--- config.mk ---
export PLATFORM = sky130hd
export DESIGN_NAME = shift_add_multiplier
export DESIGN_NICKNAME = d
export VERILOG_FILES = /design/src/rtl/shift_add_multiplier.sv
export SDC_FILE = /design/constraint.sdc
export NUM_CORES = 1
export LEC_CHECK = 0
export BUFFER_PORTS_ARGS = -buffer_cell sky130_fd_sc_hd__buf_4
export CELL_PAD_IN_SITES_DETAIL_PLACEMENT = 0
export CELL_PAD_IN_SITES_GLOBAL_PLACEMENT = 1
export CORE_ASPECT_RATIO = 0.6
export CORE_MARGIN = 10
export CORE_UTILIZATION = 50
export CTS_CLUSTER_SIZE = 20
export DETAILED_ROUTE_END_ITERATION = 12
export HOLD_SLACK_MARGIN = 0.12
export PLACE_DENSITY = 0.91
export RECOVER_POWER = 25
export SYNTH_ARGS = -nofsm -noshare
export SYNTH_HDL_FRONTEND = slang
export SYNTH_SLANG_ARGS = --single-unit
--- constraint.sdc ---
create_clock -name CLK -period 5.7 [get_ports CLK]
set_input_delay 0.57 -clock CLK [delete_from_list [all_inputs] [get_ports CLK]]
set_output_delay 0.57 -clock CLK [all_outputs]
set_load 0.1 [all_outputs]
--- src/rtl/shift_add_multiplier.sv ---
// rtl/shift_add_multiplier.sv - sequential unsigned shift-and-add multiplier, one multiplier bit per clock
// Optional: MULTIPLIER_EARLY_EXIT_EN ends RUN once the remaining multiplier bits are all zero.
module shift_add_multiplier #(
    parameter int WIDTH = 32
) (
    input  logic                 CLK,
    input  logic                 Reset,
    input  logic                 Start,
    input  logic [WIDTH-1:0]     A,
    input  logic [WIDTH-1:0]     B,
    output logic                 Busy,
    output logic                 Done,
    output logic [2*WIDTH-1:0]   Out
);

    localparam int CW = $clog2(WIDTH) + 1;

    typedef enum logic [1:0] {
        IDLE = 2'd0,
        RUN  = 2'd1,
        DONE = 2'd2
    } state_t;

    state_t               state;
    state_t               state_next;
    logic [2*WIDTH-1:0]   mcand;
    logic [2*WIDTH-1:0]   acc;
    logic [2*WIDTH-1:0]   acc_sum;
    logic [WIDTH-1:0]     mplier;
    logic [CW-1:0]        cnt;
    logic                 last_iter;

    // Accumulator value after the current iteration; also what Out captures on the last one.
    assign acc_sum = mplier[0] ? (acc + mcand) : acc;

`ifdef MULTIPLIER_EARLY_EXIT_EN
    assign last_iter = (cnt == CW'(WIDTH - 1)) || (mplier[WIDTH-1:1] == '0);
`else
    assign last_iter = (cnt == CW'(WIDTH - 1));
`endif

    always_ff @(posedge CLK or negedge Reset) begin
        if (!Reset) begin
            state <= IDLE;
        end else begin
            state <= state_next;
        end
    end

    always_comb begin
        state_next = state;
        Busy       = 1'b0;
        Done       = 1'b0;
        case (state)
            IDLE: begin
                if (Start) begin
                    state_next = RUN;
                end
            end
            RUN: begin
                Busy = 1'b1;
                if (last_iter) begin
                    state_next = DONE;
                end
            end
            DONE: begin
                Done       = 1'b1;
                state_next = Start ? RUN : IDLE;
            end
            default: begin
                state_next = IDLE;
            end
        endcase
    end

    // Operands load in IDLE and DONE alike so back-to-back Starts need no idle gap.
    always_ff @(posedge CLK or negedge Reset) begin
        if (!Reset) begin
            mcand  <= '0;
            mplier <= '0;
            acc    <= '0;
            cnt    <= '0;
            Out    <= '0;
        end else if (state == RUN) begin
            acc    <= acc_sum;
            mcand  <= mcand << 1;
            mplier <= mplier >> 1;
            cnt    <= cnt + CW'(1);
            if (last_iter) begin
                Out <= acc_sum;
            end
        end else if (Start) begin
            mcand  <= {{WIDTH{1'b0}}, A};
            mplier <= B;
            acc    <= '0;
            cnt    <= '0;
        end
    end

endmodule

=== After elaboration in Yosys (flattened, before gate mapping) ===
Cells that the tools add are included.

* Bits in registers: 232
* Output and inout bits: 66
* Logic and storage cells: 32
* Input bits: 67

* Equality and inequality tests: 5
* $add $sub $neg: 2
* Reductions and logical operators: 4
* Muxes and demuxes: 15

{| class="wikitable"
|+ Operators by type and width
! cell !! count
|-
| $mux W64 || 5
|-
| $add A64 B64 Y64 || 1
|-
| $mux W32 || 2
|-
| $mux W6 || 2
|-
| $add A6 B1 Y6 const B || 1
|-
| $eq A6 B5 Y1 const B || 1
|-
| $pmux W2 S3 || 1
|-
| $mux W2 || 2
|-
| $ne A2 B2 Y1 const B || 2
|-
| $reduce_and A2 Y1 || 2
|-
| $mux W1 || 3
|-
| $eq A2 B1 Y1 const B || 1
|-
| $eq A2 B2 Y1 const B || 1
|-
| $logic_not A2 Y1 || 1
|-
| $reduce_bool A2 Y1 || 1
|}

=== Longest topological paths before layout ===
* Depth after elaboration: 3
* Mapped depth: 14
* Mapped depth without buffers: 14

=== Worst setup path after synthesis ===
Ideal clock, no wire load.

* Path type: reg-to-reg
* Start: register mcand[8]
* End: register Out[63]
* Setup time: 0.129 ns
* Slack: 2.979 ns
* Path buffers: 1
* Clock period less this slack: 2.721 ns
* Required time: 5.571 ns
* Arrival: 2.591 ns
* Cell stages (with the launch flop): 14
* Cells stage by stage: dfrtp_1 ha_1 buf_2 a21o_1 a31oi_1 o21ai_1 a31oi_2 o31a_2 o211ai_2 a2111o_1 a21o_1 nand3_2 xor2_1 o21ai_1

* Word-level cells in the longest chain between the ends: 2

{| class="wikitable"
|+ Ends and longest elaborated chain
! item !! line !! RTL
|-
| start: declaration || 26 || <nowiki>logic [2*WIDTH-1:0] mcand;</nowiki>
|-
| start signal: assignment || 86 || <nowiki>mcand <= mcand << 1;</nowiki>
|-
| start signal: assignment || 93 || <nowiki>mcand <= {{WIDTH{1'b0}}, A};</nowiki>
|-
| $add A64 B64 Y64 || 34 || <nowiki>assign acc_sum = mplier[0] ? (acc + mcand) : acc;</nowiki>
|-
| $mux W64 || 34 ||
|-
| end signal: assignment || 90 || <nowiki>Out <= acc_sum;</nowiki>
|-
| end: declaration || 13 || <nowiki>output logic [2*WIDTH-1:0] Out</nowiki>
|}

No other way between the ends.
A chain may end at the register's enable or synchronous reset.

=== Worst setup path after layout ===
* Start: register state[1]
* End: output port Busy

* Word-level cells in the longest chain between the ends: 2

{| class="wikitable"
|+ Ends and longest elaborated chain
! item !! line !! RTL
|-
| start: declaration || 24 || <nowiki>state_t state;</nowiki>
|-
| start signal: assignment || 46 || <nowiki>state <= state_next;</nowiki>
|-
| $eq A2 B1 Y1 || 54 || <nowiki>case (state)</nowiki>
|-
| $mux W1 || 54 ||
|-
| end: declaration || 11 || <nowiki>output logic Busy,</nowiki>
|}

No other way between the ends.

==> qor.yml <==
cts:
  path_clk_slew_ns: 0.07
  numCtsBuffers: 24
  cts_buffer_depth: 3
  cts_tree: "done"
  insertion_delay_ns: 0.55
  cts_setup_buffers: 0
  cts_sinks: 232
  cts-htree-levels: 1
  clockRootBuffer: "clkbuf_16"
synth:
  yosys_most_used_dff: "dfrtp_1"
  synthDominantCellAreaShare: 0.4305
  ys_top_cells_by_area: "dfrtp_1, mux2i_1, o21ai_0"
  synth_top_cell_by_area: "dfrtp_1"
  syn_area_um2: 13480
  synth-seq-cells: 232
  yosysSeqAreaShare: 0.4305
  ys_types: 72
  syn_nets: 1590
  syn_inst: 1458
  ys_async_sr_fraction: 1.000
  synth.yosys.warnings: 0
  synth_edf_count: 0
  syn_avg_cell_area_um2: 9.248
power:
  peakVddDrop_uv: 418.0
  power_w: 0.009627
  cellPowerDensity_nw_per_um2: 629.6
  p_leak_nw: 7.347
die:
  initial_core_util: 0.5093
  num_rows: 46
  dieArea_um2: 34150
  fp.dieH_um: 147.2
  core_um2: 26480
  die_x_um: 232.0
  io_pins: 133
place:
  dpl.hpwl_um: 25490
  placedInstanceArea_um2: 14650
  pre_cts_ws_ns: 2.416
  port_buffers: 132
  place.gp.congestion: 0.9132
sta:
  final.setup.worst_slack_ns: 1.923
  finalCritPeriodShare: 0.6627
  worst_slew_pin_slew_ns: 1.783
  tns_ns: 0
  slew_headroom: -0.1902
  hold_violations: 0
  max_freq_mhz: 264.7
  setup_violations: 0
  skew_ns: 0.03117
  min_period_ns: 3.777
  finalMaxSlewViolations: 49
  rsz0062_at_grt: "false"
layout:
  syn_to_final_growth_pct: 13.40
  final_area_um2: 15290
  layout_common_cells: "nand2_1, dfrtp_1, o21ai_0"
  final_util: 0.5776
  num_antenna_cells: 0
  final_common_cell: "nand2_1"
  layout-drive-gt1-share: 0.1046
  final_net_count: 1665
detailed_routing:
  met3RoutedLength_um: 2526
  wl_per_cell_um: 18.96
  first_iter_violations: 1027
  drt_wl_total_um: 36200
  wl_met2_um: 14180
  vias_per_cell: 5.814
  wl_met1_um: 18940
  vias: 11100
  drc_errors: 0
  dr.pass1.iters: 5
  top_layer_used: "met4"
  ant_nets: 0
hold_path:
  hold_class: "in -> reg"
worst_setup_path:
  crit_type: "reg -> out"
  crit_required_ns: 5.13
  r2r-start: "mcand[22]"
  crit_fanout: 108
  r2r_cells: 11
  rr_endpoint: "Out[54]"
  critPathLaunch: "state[1]"
  endpoint_kind: "output port"
  worstSetupStartpointType: "flop"
  crit_end: "Busy"
  critical_path_arrival_ns: 3.21
  r2r_setup_slack_ns: 2.32
outcome:
  failed_checks: "capacitance limit, slew limit"
  status: "complete, but fails checks"
grt:
  grt_pass1_vias: 10440
  antenna_found_initial: 0
  grt_pass1_wl_um: 58190
  grt_overflow: 0
  grt_usage: 0.2075
  grt_max_degree: 142
job:
  drv_cap: 1
[final cells by class]
class                           instances  area [um^2]
Tap cell                              360        450.4
Clock inverter                          7        102.6
Timing Repair Buffer                  141        930.9
Multi-Input combinational cell       1117         7249
Clock buffer                           35        681.9
Inverter                               17        66.31
Fill cell                            2377        11180
Sequential cell                       232         5809
[cell usage after synthesis, types with 4 or more instances]
master / count
buf_4: 4
dfrtp_1: 232
buf_1: 11
a21o_1: 51
o211ai_1: 4
a211oi_1: 5
nor3b_1: 4
ha_1: 64
nor2b_1: 8
xor2_1: 27
nand2_1: 256
mux2i_1: 117
and2_1: 4
buf_2: 10
and3_1: 7
a21oi_1: 70
nand2b_1: 7
a22o_1: 42
o21ai_1: 10
clkbuf_1: 65
o21bai_1: 19
nand3_1: 32
inv_1: 15
o21ai_0: 206
nand4_1: 19
nor3_1: 18
a31oi_1: 9
xnor2_1: 35
nor2_1: 46
[state kept, by name, summed over array words and instances, names as in the netlist]
signal and flops:
Out 64, mcand 64, cnt 6, acc 64
mplier 32, state 2
[worst max-delay path, cell delays in order (launching register included)]
cell	delay, ns
dfrtp_1	0.37
nand2b_1	0.13
buf_4	0.25
inv_4	0.62
buf_4	0.78
buf_4	0.43
[cell families (layout without fill, tap and decap cells)]
logic type      count (synthesis)  count (layout)  share of synthesized area
compound gates                458             458                     0.2126
buf+inv                       109             200                    0.03322
fa+ha+maj                      65              65                    0.06087
flops                         232             232                     0.4305
simple gates                  413             413                     0.1336
xor+xnor                       63              63                    0.04148
mux                           118             118                    0.08769
[how the worst min path moves through the flow]
stage                           from    endpoint  slack, ns  cells after the start
after floorplan                Reset      Out[0]       0.27                      0
after global placement       Out[25]     Out[25]       0.46                      2
after detailed placement  mplier[30]  mplier[29]       0.47                      2
after CTS                       A[0]    mcand[0]       0.26                      3
after global routing            A[0]    mcand[0]       0.28                      3
final                           A[0]    mcand[0]       0.28                      3
[power breakdown]
part,total [W],switching [W],internal [W],leakage (nW)
clock network,0.00160,0.000681,0.000923,0.380
registers,0.00279,0.000519,0.00227,2.94
logic,0.00523,0.00368,0.00155,4.02
total,0.00963,0.00488,0.00475,7.35
[timing repair]
item | 4_1_cts | 5_1_grt
endpoints found under the hold margin | 91 | 0
hold buffers | 1 | 0
resized for setup | 0 | 0
[metal layers]
metal / vias up / track usage
met5: - / 0
met4: 0 / 0.03645
met3: 38 / 0.05019
met2: 308 / 0.2812
met1: 5387 / 0.3243
li1: 5365 / -
[metrics by stage]
stage,hold slack (ns),cells
final,0.2804,1909
after detailed placement,0.4691,1866
after global routing,0.2767,1909
after CTS,0.2603,1909
after floorplan,0.2744,1458
after global placement,0.4619,1866
Note: power is estimated with default switching activity, not from simulation.
